<file path="config.mk">
export PLATFORM = sky130hd
export DESIGN_NAME = vga_timing_gen
export DESIGN_NICKNAME = d
export VERILOG_FILES = /design/src/rtl/vga_timing_gen.sv
export SDC_FILE = /design/constraint.sdc
export NUM_CORES = 1
export LEC_CHECK = 0
export BUFFER_PORTS_ARGS = -buffer_cell sky130_fd_sc_hd__buf_4
export CORE_ASPECT_RATIO = 1.4
export CORE_UTILIZATION = 40
export CTS_BUF_LIST = sky130_fd_sc_hd__clkbuf_8
export DETAILED_ROUTE_END_ITERATION = 8
export GPL_ROUTABILITY_DRIVEN = 0
export PLACE_DENSITY_LB_ADDON = 0.3
export SLEW_MARGIN = 20
export SYNTH_ARGS = -nofsm -noshare
export SYNTH_HDL_FRONTEND = slang
export SYNTH_SLANG_ARGS = --single-unit
</file>
<file path="constraint.sdc">
create_clock -name vga_clk -period 2 [get_ports vga_clk]
set_input_delay 0.6 -clock vga_clk [delete_from_list [all_inputs] [get_ports vga_clk]]
set_output_delay 0.6 -clock vga_clk [all_outputs]
set_load 0.1 [all_outputs]
</file>
<file path="src/rtl/vga_timing_gen.sv">
// VGA raster timing generator with frame-synchronous screen-mode control.
// Counters, sync/blank decode and the start/play mode are all registered; the
// decode is taken from the next counter value so it lines up with DrawX/DrawY.
module vga_timing_gen #(
  parameter int unsigned H_VISIBLE = 640,
  parameter int unsigned H_FP      = 16,
  parameter int unsigned H_SYNC    = 96,
  parameter int unsigned H_BP      = 48,
  parameter int unsigned V_VISIBLE = 480,
  parameter int unsigned V_FP      = 10,
  parameter int unsigned V_SYNC    = 2,
  parameter int unsigned V_BP      = 33
) (
  input  logic       vga_clk,
  input  logic       reset,
  input  logic       start_btn,
  input  logic       game_over,
  output logic [9:0] DrawX,
  output logic [9:0] DrawY,
  output logic       hs,
  output logic       vs,
  output logic       blank,
  output logic       frame_start,
  output logic       start_screen
);

  localparam int unsigned H_TOTAL = H_VISIBLE + H_FP + H_SYNC + H_BP;
  localparam int unsigned V_TOTAL = V_VISIBLE + V_FP + V_SYNC + V_BP;

  localparam logic [9:0] H_LAST     = 10'(H_TOTAL - 1);
  localparam logic [9:0] V_LAST     = 10'(V_TOTAL - 1);
  localparam logic [9:0] H_VIS      = 10'(H_VISIBLE);
  localparam logic [9:0] V_VIS      = 10'(V_VISIBLE);
  localparam logic [9:0] HS_START   = 10'(H_VISIBLE + H_FP);
  localparam logic [9:0] HS_END     = 10'(H_VISIBLE + H_FP + H_SYNC);
  localparam logic [9:0] VS_START   = 10'(V_VISIBLE + V_FP);
  localparam logic [9:0] VS_END     = 10'(V_VISIBLE + V_FP + V_SYNC);

  typedef enum logic {StStart, StPlay} mode_e;

  logic [9:0] r_hc, r_vc;
  logic [9:0] w_hc_next, w_vc_next;
  logic       w_h_wrap, w_boundary;
  logic       r_hs, r_vs, r_blank, r_frame_start;
  logic       w_hs_next, w_vs_next, w_blank_next, w_frame_start_next;
  logic       r_start_req, r_over_req;
  logic       w_start_req_next, w_over_req_next;
  mode_e      r_mode, w_mode_next;
  logic       w_start_screen;

  // Next counter values and frame-boundary detect.
  always_comb begin
    w_h_wrap   = (r_hc == H_LAST);
    w_boundary = w_h_wrap && (r_vc == V_LAST);
    w_hc_next  = w_h_wrap ? 10'd0 : r_hc + 10'd1;
    w_vc_next  = r_vc;
    if (w_h_wrap) begin
      w_vc_next = (r_vc == V_LAST) ? 10'd0 : r_vc + 10'd1;
    end
  end

  // Sync/blank/frame_start decoded from the next position to stay coherent with DrawX/DrawY.
  always_comb begin
    w_hs_next          = !((w_hc_next >= HS_START) && (w_hc_next < HS_END));
    w_vs_next          = !((w_vc_next >= VS_START) && (w_vc_next < VS_END));
    w_blank_next       = (w_hc_next < H_VIS) && (w_vc_next < V_VIS);
    w_frame_start_next = w_boundary;
  end

  // Request latches: cleared on the boundary, but a request on that very clock survives.
  always_comb begin
    w_start_req_next = w_boundary ? start_btn : (r_start_req | start_btn);
    w_over_req_next  = w_boundary ? game_over : (r_over_req | game_over);
  end

  // Raster counters, decoded timing outputs and request latches.
  always_ff @(posedge vga_clk or posedge reset) begin
    if (reset) begin
      r_hc          <= '0;
      r_vc          <= '0;
      r_hs          <= 1'b1;
      r_vs          <= 1'b1;
      r_blank       <= 1'b1;
      r_frame_start <= 1'b0;
      r_start_req   <= 1'b0;
      r_over_req    <= 1'b0;
    end else begin
      r_hc          <= w_hc_next;
      r_vc          <= w_vc_next;
      r_hs          <= w_hs_next;
      r_vs          <= w_vs_next;
      r_blank       <= w_blank_next;
      r_frame_start <= w_frame_start_next;
      r_start_req   <= w_start_req_next;
      r_over_req    <= w_over_req_next;
    end
  end

  // Mode state register.
  always_ff @(posedge vga_clk or posedge reset) begin
    if (reset) begin
      r_mode <= StStart;
    end else begin
      r_mode <= w_mode_next;
    end
  end

  // Mode next-state: only evaluated at the frame boundary so a frame never mixes modes.
  always_comb begin
    w_mode_next = r_mode;
    if (w_boundary) begin
      unique case (r_mode)
        StStart: if (r_start_req || start_btn) w_mode_next = StPlay;
        StPlay:  if (r_over_req || game_over)  w_mode_next = StStart;
      endcase
    end
  end

  // Mode output decode.
  always_comb begin
    w_start_screen = (r_mode == StStart);
  end

  assign DrawX        = r_hc;
  assign DrawY        = r_vc;
  assign hs           = r_hs;
  assign vs           = r_vs;
  assign blank        = r_blank;
  assign frame_start  = r_frame_start;
  assign start_screen = w_start_screen;

endmodule

</file>
==> run metrics <==
status=complete, but fails checks; violated checks=setup timing; 1st-pass router iterations=4; register area share after synthesis=46.21%; Tcrit/Tclk final=100.7%; FF/Latch Area=716.9 um^2; Final ANT Viol Nets=0; pwr/cell area=427.2 nW/um^2; DR vias=1,342; Post-synth EDFFs=0; final setup fails=1; CP Max Fanout=6; WP data arrival=2220 ps; GRT Total Usage=20.03%; first-pass GRT wire length=5830 um; setup TNS=-13.28 ps; max-cap viol count=0; fmax=496.7 MHz; met2 WL post-DR=2013 um; Initial Util=42.73%; I/O pins=29; Clock Latency Late Sink=280 ps; worst r2r dst=vs; Vert. Die Dim=73.73 um; Syn-to-layout area delta=40.17%; top routing layer in use=met4; CP startpoint kind=flip-flop; Synth async-reset ratio=100.0%; # port buffers=28; metal3 WL=179 um; total of warnings raised by yosys=0; largest net degree at the start of global routing=28; Synth top area share=40.85%; CTS sink count=27; GR Overflow Total=0; layout cell share with drive strength beyond 1=48.99%; Die ar.=3925 um^2; vias in the first global route=1,263; Hold Fails Final Rpt=0; Worst Hold Class=in -> async; Rows=25; DP Cell Count=230; min Tclk post-route=2013 ps; Rel. slew slack=69.42%; htree depth=1; Reg clk slew, reported paths=100 ps; cell area after synthesis=1470 um^2; Synth cell types=46; Synth area leaders=dfrtp_1, xnor2_1, dfstp_2; Leakage=0.8237 nW; Post-synth top cells=dfrtp_1, nand2_1, inv_1, xnor2_1; Mapped Cells=147; Seq cells post-synth=27; CTS tree=yes; CP Class=reg -> reg; worst reg2reg setup slack=-10 ps; clock buffer depth=2; root buffer cell=clkbuf_8; total wire length=3673 um; Final Slew Violations=0; M1 WL=1426 um; Worst Path Required=2210 ps; CTS Buf Count=3; Final nets=207; dpl hpwl=2754 um; fin cells=238; Die Width=53.24 um; setup ws final=-13.28 ps; Worst-Margin Slew=454.6 ps; average size of a mapped cell=10.00 um^2; diode count=0; routed len/inst=15.43 um; core footprint=3441 um^2; post-synthesis net count=155; Reg2Reg Depth=5; Post-route DRC=0; crit path from=DrawX[5]; hold buffers post-CTS=0; initial antenna violation count=0; drt initial violations=31; filler instances=312; RR Startpoint=DrawX[5]; setup skew after layout=11.28 ps; Most used DFF post-synth=dfrtp_1; Util after Layout=59.89%; crit end category=flip-flop; area of the multi-input gates=813.3 um^2; RSZ-0062 raised after global routing=true; worst vdd ir=0.4232 mV; most frequent cell after synthesis=dfrtp_1; Setup WS pre-CTS=-53.45 ps; largest area contributor in the netlist=dfrtp_1; Vias per Instance=5.639
[through the flow]
| step | power [mW] | hold slack [ps] | cell area (um^2) |
|---|---|---|---|
| 2_1_floorplan | 0.5645 | 443.7 | 1568 |
| 3_3_place_gp | 0.5738 | 452.3 | 1947 |
| 3_5_place_dp | 0.5744 | 464.9 | 1947 |
| 4_1_cts | 0.8899 | 384.5 | 2004 |
| 5_1_grt | 0.9068 | 407.6 | 2061 |
| 6_report | 0.8803 | 375.4 | 2061 |
[worst max path at each step]
stage | endpoint | cells after the start | slack (ps)
floorplan | vs | 7 | -220
global placement | vs | 6 | 30
detailed placement | blank | 6 | -50
CTS | blank | 8 | 7
global route | vs | 6 | -80
finish | vs | 5 | -10
[cell usage in the layout, fill, tap and decap left out, drive strengths merged, types with 2 or more instances in the layout]
master and instances:
a211oi 2, a21o 2, a21oi 2, a31oi 2, buf 52, clkbuf 3
dfrtp 24, dfstp 3, ha 4, inv 11, nand2 17, nand3 9
nand4 6, nor2 8, nor3 3, nor4 4, o21ai 4, o21bai 2
o31ai 4, or4 5, xnor2 10, xor2 3
[cell type report]
type / count / share of cell area, %
multi-input cells: 104 / 39.47
flip-flops and latches: 27 / 34.79
repair buffers: 52 / 18.94
well taps: 40 / 2.429
clock buffers: 3 / 2.004
inverters: 11 / 2.004
clock inverters: 1 / 0.3643
[state kept, by name (all words and copies together) (netlist names)]
name         count
DrawX           10
DrawY           10
blank            1
frame_start      1
hs               1
r_mode           1
r_over_req       1
r_start_req      1
vs               1
[kinds of logic (layout without fill, tap and decap cells)]
kind of cell,Yosys count,in the layout,synth area share (%)
simple gates,60,60,23.92
xor+xnor,13,13,7.745
compound gates,27,27,13.79
flops,27,27,46.21
fa+ha+maj,4,4,3.404
buf+inv,16,67,4.936
[worst max-delay path, stage by stage, from the launching register on]
cell       delay (ps)
dfrtp_4           510
and4bb_4          360
nand3_4           130
or4_4             530
a2111oi_4         300
nand4_1           120
[timing repair]
action                     CTS  global route
buffers inserted             0             4
resized for setup            3             7
setup endpoints to repair    2             5
pin swaps                    1             4
[routing by layer]
layer,track usage [%],up-vias
li1,-,631
met1,23.37,654
met2,36.81,49
met3,2.484,8
met4,5.848,0
met5,0,-
[report_power, final]
group                 switching [mW]  leakage, nW  internal [mW]
registers      0.0000000000000000416        0.313          0.545
logic                         0.0118        0.489        0.00516
clock network                  0.176       0.0217          0.142
total                          0.188        0.824          0.692
Power figures use the tool's default switching activity.
